`config.mk`:
```
export PLATFORM = sky130hd
export DESIGN_NAME = fetch_unit
export DESIGN_NICKNAME = d
export VERILOG_FILES = /design/src/rtl/fetch_unit_pkg.sv /design/src/rtl/fetch_unit_npc_calc.sv /design/src/rtl/fetch_unit.sv
export SDC_FILE = /design/constraint.sdc
export NUM_CORES = 1
export LEC_CHECK = 0
export BUFFER_PORTS_ARGS = -buffer_cell sky130_fd_sc_hd__clkbuf_2
export CORE_MARGIN = 3
export CORE_UTILIZATION = 51
export CTS_BUF_LIST = sky130_fd_sc_hd__clkbuf_4
export DETAILED_ROUTE_END_ITERATION = 12
export PLACE_DENSITY_LB_ADDON = 0.25
export SLEW_MARGIN = 20
export SYNTH_ARGS = -nofsm -noshare
export SYNTH_HDL_FRONTEND = slang
export SYNTH_SLANG_ARGS = --single-unit
export TNS_END_PERCENT = 5
```
`constraint.sdc`:
```
create_clock -name clk -period 3.9 [get_ports clk]
set_clock_uncertainty 0.05 [all_clocks]
set_input_delay 1.17 -clock clk [delete_from_list [all_inputs] [get_ports clk]]
set_output_delay 1.17 -clock clk [all_outputs]
set_load 0.005 [all_outputs]
```
`src/rtl/fetch_unit_pkg.sv`:
```
// Shared encodings for the fetch path: FSM states, next-PC select codes,
// the reset instruction and the decoder-visible instruction field layout.
package fetch_unit_pkg;

  typedef enum logic [1:0] {
    S_BOOT = 2'd0,
    S_REQ  = 2'd1,
    S_HOLD = 2'd2
  } fetch_state_e;

  // Next-PC select driven by the decoder alongside the consumed instruction.
  typedef enum logic [2:0] {
    NPC_PLUS4  = 3'b000,
    NPC_BRANCH = 3'b001,
    NPC_JUMP   = 3'b010,
    NPC_JALR   = 3'b100
  } npc_op_e;

  // addi x0, x0, 0 -- what the instruction register holds out of reset.
  localparam logic [31:0] NOP_INSTR = 32'h0000_0013;

  // Control field positions inside an instruction word.
  localparam int unsigned OP_LSB     = 0;
  localparam int unsigned OP_W       = 7;
  localparam int unsigned FUNCT3_LSB = 12;
  localparam int unsigned FUNCT3_W   = 3;
  localparam int unsigned FUNCT7_LSB = 25;
  localparam int unsigned FUNCT7_W   = 7;

endpackage : fetch_unit_pkg

```
`src/rtl/fetch_unit_npc_calc.sv`:
```
// Combinational next-PC selection with alignment fix-up and error reporting.
module npc_calc
  import fetch_unit_pkg::*;
(
  input  logic [31:0] pc,
  input  logic [2:0]  npc_op,
  input  logic [31:0] imm,
  input  logic [31:0] alu_out,
  output logic [31:0] npc,
  output logic        op_err,
  output logic        misalign
);

  logic [31:0] raw_npc;

  // Select the raw target, then force word alignment when bit 1 is set.
  always_comb begin
    raw_npc = pc + 32'd4;
    op_err  = 1'b0;
    case (npc_op)
      NPC_PLUS4:            raw_npc = pc + 32'd4;
      NPC_BRANCH, NPC_JUMP: raw_npc = pc + imm;
      NPC_JALR:             raw_npc = alu_out & ~32'd1;
      default:              op_err  = 1'b1;
    endcase
    misalign = raw_npc[1];
    npc      = misalign ? {raw_npc[31:2], 2'b00} : raw_npc;
  end

endmodule : npc_calc

```
`src/rtl/fetch_unit.sv`:
```
// Instruction fetch unit: requests one word at the current PC, holds it for
// the decoder, and steps the PC from the decoder's next-PC select on consume.
module fetch_unit
  import fetch_unit_pkg::*;
#(
  parameter logic [31:0] RESET_PC = 32'h0000_0000,
  parameter int unsigned TIMEOUT  = 16
) (
  input  logic        clk,
  input  logic        rst,
  output logic        imem_req,
  output logic [31:0] imem_addr,
  input  logic        imem_ack,
  input  logic [31:0] imem_rdata,
  output logic        instr_valid,
  input  logic        instr_ready,
  output logic [31:0] instr,
  output logic [6:0]  op,
  output logic [2:0]  funct3,
  output logic [6:0]  funct7,
  output logic [31:0] pc_out,
  input  logic [2:0]  npc_op,
  input  logic [31:0] imm,
  input  logic [31:0] alu_out,
  output logic        fetch_timeout,
  output logic        npc_err,
  output logic        misalign
);

  localparam int unsigned          CNT_W    = $clog2(TIMEOUT + 1);
  localparam logic [CNT_W-1:0]     CNT_LAST = CNT_W'(TIMEOUT - 1);

  fetch_state_e     state_q, state_d;
  logic [31:0]      pc_q, pc_d;
  logic [31:0]      instr_q, instr_d;
  logic [CNT_W-1:0] wait_cnt_q, wait_cnt_d;
  logic             fetch_timeout_q, fetch_timeout_d;
  logic             npc_err_q, npc_err_d;
  logic             misalign_q, misalign_d;

  logic [31:0]      npc;
  logic             npc_op_err;
  logic             npc_misalign;

  npc_calc u_npc_calc (
    .pc       (pc_q),
    .npc_op   (npc_op),
    .imm      (imm),
    .alu_out  (alu_out),
    .npc      (npc),
    .op_err   (npc_op_err),
    .misalign (npc_misalign)
  );

  // Next-state, wait counter, sticky flags and the request/valid handshake.
  always_comb begin
    // NOTE: every signal gets a default before the case so no path leaves
    // one unassigned, which would otherwise infer a latch.
    state_d         = state_q;
    pc_d            = pc_q;
    instr_d         = instr_q;
    wait_cnt_d      = wait_cnt_q;
    fetch_timeout_d = fetch_timeout_q;
    npc_err_d       = npc_err_q;
    misalign_d      = misalign_q;
    imem_req        = 1'b0;
    instr_valid     = 1'b0;

    case (state_q)
      S_BOOT: begin
        state_d    = S_REQ;
        wait_cnt_d = '0;
      end
      S_REQ: begin
        imem_req = 1'b1;
        if (imem_ack) begin
          instr_d    = imem_rdata;
          wait_cnt_d = '0;
          state_d    = S_HOLD;
        end else if (wait_cnt_q == CNT_LAST) begin
          // Flag the slow memory but keep requesting the same address.
          fetch_timeout_d = 1'b1;
          wait_cnt_d      = '0;
        end else begin
          wait_cnt_d = wait_cnt_q + CNT_W'(1);
        end
      end
      S_HOLD: begin
        instr_valid = 1'b1;
        if (instr_ready) begin
          pc_d       = npc;
          npc_err_d  = npc_err_q | npc_op_err;
          misalign_d = misalign_q | npc_misalign;
          wait_cnt_d = '0;
          state_d    = S_REQ;
        end
      end
      default: state_d = S_BOOT;
    endcase
  end

  // State register with synchronous reset; reset wins over any pending ack.
  always_ff @(posedge clk) begin
    // NOTE: non-blocking assignments so every flop samples pre-edge values.
    if (rst) begin
      state_q         <= S_BOOT;
      pc_q            <= RESET_PC;
      instr_q         <= NOP_INSTR;
      wait_cnt_q      <= '0;
      fetch_timeout_q <= 1'b0;
      npc_err_q       <= 1'b0;
      misalign_q      <= 1'b0;
    end else begin
      state_q         <= state_d;
      pc_q            <= pc_d;
      instr_q         <= instr_d;
      wait_cnt_q      <= wait_cnt_d;
      fetch_timeout_q <= fetch_timeout_d;
      npc_err_q       <= npc_err_d;
      misalign_q      <= misalign_d;
    end
  end

  assign imem_addr     = pc_q;
  assign pc_out        = pc_q;
  assign instr         = instr_q;
  assign op            = instr_q[OP_LSB +: OP_W];
  assign funct3        = instr_q[FUNCT3_LSB +: FUNCT3_W];
  assign funct7        = instr_q[FUNCT7_LSB +: FUNCT7_W];
  assign fetch_timeout = fetch_timeout_q;
  assign npc_err       = npc_err_q;
  assign misalign      = misalign_q;

endmodule : fetch_unit

```
==> results of run 1 <==
power by group:
group,switching [mW],internal [mW]
Clock,0.296,0.139
Sequential,0.0280,0.772
Combinational,0.225,0.165
Total,0.549,1.08
area by class of cell:
class                           count  area, um^2  share of cell area
Multi-Input combinational cell    597        3731              0.5552
Sequential cell                    73        1461              0.2175
Timing Repair Buffer              233        1206              0.1795
Tap cell                          140       175.2             0.02607
Clock buffer                       10       75.07             0.01117
Clock inverter                      6       45.04            0.006703
Inverter                            7       26.28            0.003910
state kept, by name (all words and copies together), names as in the netlist:
| signal | count |
|---|---|
| fetch_timeout | 1 |
| imem_addr | 31 |
| instr | 32 |
| misalign | 1 |
| npc_err | 1 |
| state_q | 2 |
| wait_cnt_q | 5 |
critical path, delay by kind of cell:
| kind | cells | cell delay (ns) |
|---|---|---|
| adders and majority gates | 2 | 0.42 |
| AOI/OAI and AO/OA | 7 | 1.36 |
| buffers and inverters | 1 | 0.08 |
| and+or+nand+nor | 1 | 0.49 |
how the worst min path moves through the flow:
stage	slack, ns	to
5_1_grt	0.44	instr[21]
6_report	0.41	instr[9]
3_3_place_gp	0.39	instr[10]
3_5_place_dp	0.40	instr[9]
4_1_cts	0.41	instr[9]
2_1_floorplan	0.39	state_q[0]
stage by stage:
| step | hold slack (ns) | setup slack [ns] | cells |
|---|---|---|---|
| 6_report | 0.4112 | 0.6835 | 1066 |
| 5_1_grt | 0.4394 | 0.5856 | 1066 |
| 4_1_cts | 0.4137 | 0.7301 | 1066 |
| 3_5_place_dp | 0.3970 | 0.2782 | 1050 |
| 3_3_place_gp | 0.3919 | 0.2898 | 1050 |
| 2_1_floorplan | 0.3904 | 0.6032 | 773 |
logic make-up after synthesis:
family | synth area share
compound gates | 0.2680
xor+xnor | 0.06234
fa+ha+maj | 0.07342
buf+inv | 0.1010
flops | 0.2537
mux | 0.005213
other cells | 0.0006510
simple gates | 0.2357
layer usage:
layer / vias up / wire length, um / track usage
li1: 3036 / - / -
met1: 2784 / 7826 / 0.3584
met2: 244 / 8098 / 0.4243
met3: 15 / 1173 / 0.03558
met4: 0 / 201 / 0.06811
met5: - / 0 / 0
Yosys cell counts (all sizes together) (4+ instances only):
library cell  instances
nand2               113
a21oi                93
dfxtp                73
nor2                 59
buf                  58
o21ai                40
clkbuf               38
ha                   33
xnor2                28
nor3                 23
a21o                 22
and3                 17
nand3                17
a221oi               15
nand4                13
xor2                 13
and4                  7
inv                   7
o21a                  7
a211oi                6
a31oi                 6
nor2b                 6
o211ai                6
nand2b                5
nor4                  5
or3                   5
nand3b                4
o21bai                4
o31ai                 4
or4                   4
placed cells by master (no fill, tap or decap), types with 17 or more instances in the layout:
cell      synthesis  final
a21o_1           22     22
and3_1           17     17
nand3_1          17     17
clkbuf_2          0    217
ha_1             33     33
nand2_1         113    112
o21ai_0          26     26
xnor2_1          28     28
nor2_1           59     59
dfxtp_1          73     73
a21oi_1          91     91
nor3_1           22     22
==> results by group, run 1 <==
Worst setup path
  • Reg2Reg Depth: 9
  • WP data arrival: 3.51 ns
  • Critical path startpoint: imm[0]
  • CP max FO: 4
  • Worst Setup EP: imem_addr[28]
  • Reg2reg end: imem_addr[26]
  • Most used cell along the critical path: ha_1
  • Crit Path Class: input port to flip-flop
  • Setup crit end kind: flip-flop
  • Worst EP required: 4.19 ns
  • CP Cell Sequence: clkbuf_2 -> ha_1 -> ha_1 -> a211oi_2 -> o21ai_1 -> a21oi_4 -> o21ai_2 -> a221oi_4 -> o32ai_1 -> or4_1 -> o211ai_1
  • CP startpoint kind: input port
  • CP max stage delay: 0.49 ns
  • Slowest cell on the critical path: or4_1
  • RR Startpoint: imem_addr[9]
  • FF-to-FF setup slack: 1.03 ns

Timing
  • Maximum clock frequency: 310.9 MHz
  • Worst-margin pin slew: 0.6172 ns
  • Final min period: 3.216 ns
  • Post-route clock period utilization: 0.8247
  • Setup TNS: 0 ns
  • Final setup vio count: 0
  • Count of pins over their slew limit: 0
  • Worst slew margin: 0.5849
  • RSZ-0062 raised after global routing: false
  • Final hold viol count: 0

Floorplan
  • Top Ports: 221
  • Chip Width: 112.3 um
  • Core Footprint: 10940 um^2
  • Site row count: 38
  • Die ar.: 12610 um^2
  • Die height: 112.3 um
  • Starting Density: 0.5268

Drt
  • Post-route ant nets: 0
  • DR vias/cell: 5.703
  • Vias: 6079
  • WL/cell: 16.23 um
  • Overall routed net length: 17300 um
  • First DRT Iteration DRCs: 591
  • DRT Pass-1 Iters: 5
  • Drt drc: 0

Hold path
  • Worst hold start: instr[9]
  • Worst Hold Class: flip-flop to flip-flop
  • Worst Hold Depth: 2

Clock tree
  • Worst-path clk slew: 0.12 ns
  • # Post-CTS Setup Buffers: 0
  • Deepest clock path buffer count: 2
  • CTS tree: yes
  • H-tree levels: 3
  • Total CTS buffers: 9
  • Clk Latency, worst-skew pair: 0.42 ns
  • Root buffer cell: clkbuf_4
  • Cts hold-fix bufs: 0
  • Clock net sink count: 73
  • Post-cts resize count: 0

Cells and area
  • Area grow syn2layout: 16.66%
  • Nets: 1057
  • Fillcell total: 1064
  • Post-route cell area: 6720 um^2
  • N_diodes: 0
  • Core Util, Final: 0.6145
  • Layout cells sized above 1: 0.2905

Job
  • Max_cap viols: 0

Placed design
  • Post-DP HPWL: 12820 um
  • Gpl congestion: 0.9161
  • IO buf count: 217
  • Placed Instance Area: 6598 um^2

Power
  • Peak supply drop: 136.1 uV
  • Leakage: 3.148 nW
  • Total power: 1.625 mW
  • Power Density: 241.7 nW/um^2

Synthesis
  • Synth top area cells: dfxtp_1, a21oi_1, nand2_1, ha_1, buf_4
  • Synth Register Bits: 73
  • Area fraction of the dominant cell type after synthesis: 0.2537
  • EDFF count, synth: 0
  • Syn Inst Count: 772
  • Synth Area per Inst: 7.462 um^2
  • Synth async-reset ratio: 0
  • Count of cell types in the netlist: 70
  • Yosys warns: 0
  • Post-synthesis sequential area ratio: 0.2537
  • Synthesized cell area: 5761 um^2
  • Largest area contributor in the netlist: dfxtp_1
  • Ys flop type: dfxtp_1

GRT
  • Pin count of the biggest net entering global routing: 40
  • Antenna violations before repair: 0
  • Vias in the first global route: 5496
  • First-pass GRT wire length: 27120 um
  • Congestion Overflow GR: 0
  • GRT Util Overall: 0.2586

Status
  • Status: complete, no violations
Power figures use the tool's default switching activity.
==> run 2: changes to the inputs <==
--- a/config.mk
+++ b/config.mk
@@ -7,7 +7,7 @@
 export LEC_CHECK = 0
 export BUFFER_PORTS_ARGS = -buffer_cell sky130_fd_sc_hd__clkbuf_2
 export CORE_MARGIN = 3
-export CORE_UTILIZATION = 51
+export CORE_UTILIZATION = 46
 export CTS_BUF_LIST = sky130_fd_sc_hd__clkbuf_4
 export DETAILED_ROUTE_END_ITERATION = 12
 export PLACE_DENSITY_LB_ADDON = 0.25
==> constraint.sdc (replaced) <==
create_clock -name clk -period 2.8 [get_ports clk]
set_clock_uncertainty 0.05 [all_clocks]
set_input_delay 0.84 -clock clk [delete_from_list [all_inputs] [get_ports clk]]
set_output_delay 0.84 -clock clk [all_outputs]
set_load 0.005 [all_outputs]
==> results by group, run 2 (same netlist as run 1, synthesis figures left out) <==
Status
  • Status: complete, no violations (unchanged)

Clock tree
  • Post-cts resize count: 0 (unchanged)
  • Clock net sink count: 73 (unchanged)
  • # Post-CTS Setup Buffers: 0 (unchanged)
  • Root buffer cell: clkbuf_4 (unchanged)
  • Clk Latency, worst-skew pair: 0.47 ns (was 0.42 ns)
  • Cts hold-fix bufs: 0 (unchanged)
  • Deepest clock path buffer count: 2 (unchanged)
  • H-tree levels: 3 (unchanged)
  • CTS tree: yes (unchanged)
  • Total CTS buffers: 9 (unchanged)
  • Worst-path clk slew: 0.12 ns (about the same)

Worst setup path
  • RR Startpoint: imem_addr[11] (was imem_addr[9])
  • Reg2reg end: imem_addr[26] (unchanged)
  • CP startpoint kind: input port (unchanged)
  • FF-to-FF setup slack: 0.17 ns (was 1.03 ns)
  • Worst EP required: 3.13 ns (was 4.19 ns)
  • Setup crit end kind: flip-flop (unchanged)
  • Reg2Reg Depth: 9 (unchanged)
  • Crit Path Class: input port to flip-flop (unchanged)
  • CP max FO: 4 (unchanged)
  • WP data arrival: 2.99 ns (was 3.51 ns)

Drt
  • Overall routed net length: 18660 um (was 17300 um)
  • Vias: 6452 (was 6079)
  • Drt drc: 0 (unchanged)
  • DRT Pass-1 Iters: 5 (unchanged)
  • Post-route ant nets: 0 (unchanged)
  • DR vias/cell: 5.533 (was 5.703)
  • WL/cell: 16.00 um (was 16.23 um)
  • First DRT Iteration DRCs: 498 (was 591)

Cells and area
  • Area grow syn2layout: 28.61% (was 16.66%)
  • Layout cells sized above 1: 0.3487 (was 0.2905)
  • N_diodes: 0 (unchanged)
  • Number of flip-flops in the largest register: 32 (unchanged)
  • Most common cell after layout, fill and taps aside: clkbuf_2 (unchanged)
  • Nets: 1129 (was 1057)
  • Most frequent cells in the layout: clkbuf_2, nand2_1, a21oi_1 (unchanged)

Timing
  • Setup WS post-layout: 0.1389 ns (was 0.6835 ns)
  • RSZ-0062 raised after global routing: false (unchanged)
  • Final setup vio count: 0 (unchanged)
  • Count of pins over their slew limit: 0 (unchanged)
  • Hold slack: 0.4130 ns (was 0.4112 ns)
  • Maximum clock frequency: 375.8 MHz
  • Worst slew margin: 0.5647 (was 0.5849)
  • Final min period: 2.661 ns
  • Final hold viol count: 0 (unchanged)
  • Post-route clock period utilization: 0.9504
  • Worst-margin pin slew: 0.6472 ns (was 0.6172 ns)

Hold path
  • Worst Hold Depth: 2 (unchanged)
  • Worst hold start: instr[8] (was instr[9])
  • Hold Path End: instr[8] (was instr[9])
  • Worst Hold Class: flip-flop to flip-flop (unchanged)

Floorplan
  • Core Footprint: 12110 um^2 (was 10940 um^2)
  • Chip Width: 117.9 um (was 112.3 um)
  • Die height: 117.9 um (was 112.3 um)
  • Top Ports: 221 (unchanged)
  • Starting Density: 0.4756 (was 0.5268)
  • Site row count: 40 (was 38)
  • Die ar.: 13900 um^2 (was 12610 um^2)

GRT
  • Vias in the first global route: 5901 (was 5496)
  • Congestion Overflow GR: 0 (unchanged)
  • First-pass GRT wire length: 29330 um (was 27120 um)
  • Pin count of the biggest net entering global routing: 54 (was 40)
  • Antenna violations before repair: 0 (unchanged)
  • GRT Util Overall: 0.2555 (was 0.2586)

Power
  • Peak supply drop: 246.3 uV (was 136.1 uV)
  • Switching share of power: 0.3147 (was 0.3377)
  • Total power: 2.510 mW (was 1.625 mW)
  • Combinational share of power: 0.247 (was 0.240)
  • Power Density: 338.8 nW/um^2 (was 241.7 nW/um^2)
  • Leakage: 3.534 nW (was 3.148 nW)
  • Clock share of power: 0.311 (was 0.268)
  • Net load switching power: 789.8 uW (was 548.5 uW)
  • Internal power: 1.720 mW (was 1.076 mW)
  • Sequential share of power: 0.442 (was 0.493)

Placed design
  • Gpl congestion: 0.9467 (was 0.9161)
  • IO buf count: 217 (unchanged)
  • Pre-CTS setup slack: -0.3361 ns (was 0.2782 ns)
  • Post-DP HPWL: 14360 um (was 12820 um)

Job
  • Max_cap viols: 0 (unchanged)
[run 2: layout make-up]
class,instances,area (um^2)
Sequential cell,73,1461
Inverter,7,26.28
Fill cell,1196,4703
Clock buffer,9,67.56
Tap cell,168,210.2
Timing Repair Buffer,305,1747
Clock inverter,7,93.84
Multi-Input combinational cell,597,3802
[run 2: worst max-delay path: stages]
cell      delay [ns]
clkbuf_2        0.10
ha_4            0.16
ha_4            0.16
a211oi_2        0.28
o21ai_2         0.10
a21oi_4         0.22
o21ai_4         0.09
a221oi_4        0.36
o32ai_2         0.17
or4_1           0.42
o211ai_1        0.09
[run 2: routing by layer]
layer  vias up  track usage  wire length, um
li1       3186            -                -
met1      2956       0.3307             8004
met2       266       0.4179             8697
met3        44      0.04421             1410
met4         0       0.1114              549
met5         -            0                0
[run 2: through the flow]
step                        util  cells  TNS (ns)  instance area (um^2)
after floorplan                -    773  -0.07771                  5849
after global placement    0.5983   1150    -3.438                  7247
after detailed placement  0.5983   1150    -3.641                  7247
after CTS                 0.6117   1166         0                  7408
after global routing      0.6117   1166         0                  7408
final                     0.6117   1166         0                  7408
[run 2: power groups by stage]
stage / logic [mW] / registers, mW / clock network (mW)
CTS: 0.618 / 1.11 / 0.808
global placement: 0.610 / 1.13 / 0
floorplan: 0.351 / 1.13 / 0
finish: 0.619 / 1.11 / 0.781
detailed placement: 0.615 / 1.13 / 0
global route: 0.676 / 1.12 / 0.851
[run 2: worst max path at each step]
stage               endpoint     startpoint  depth (start not counted)
5_1_grt        imem_addr[26]  imem_addr[11]                          9
3_5_place_dp   imem_addr[28]         imm[0]                         11
3_3_place_gp   imem_addr[28]         imm[0]                         11
2_1_floorplan  imem_addr[28]         imm[0]                         10
6_report       imem_addr[28]         imm[0]                         11
4_1_cts        imem_addr[28]         imm[0]                         11
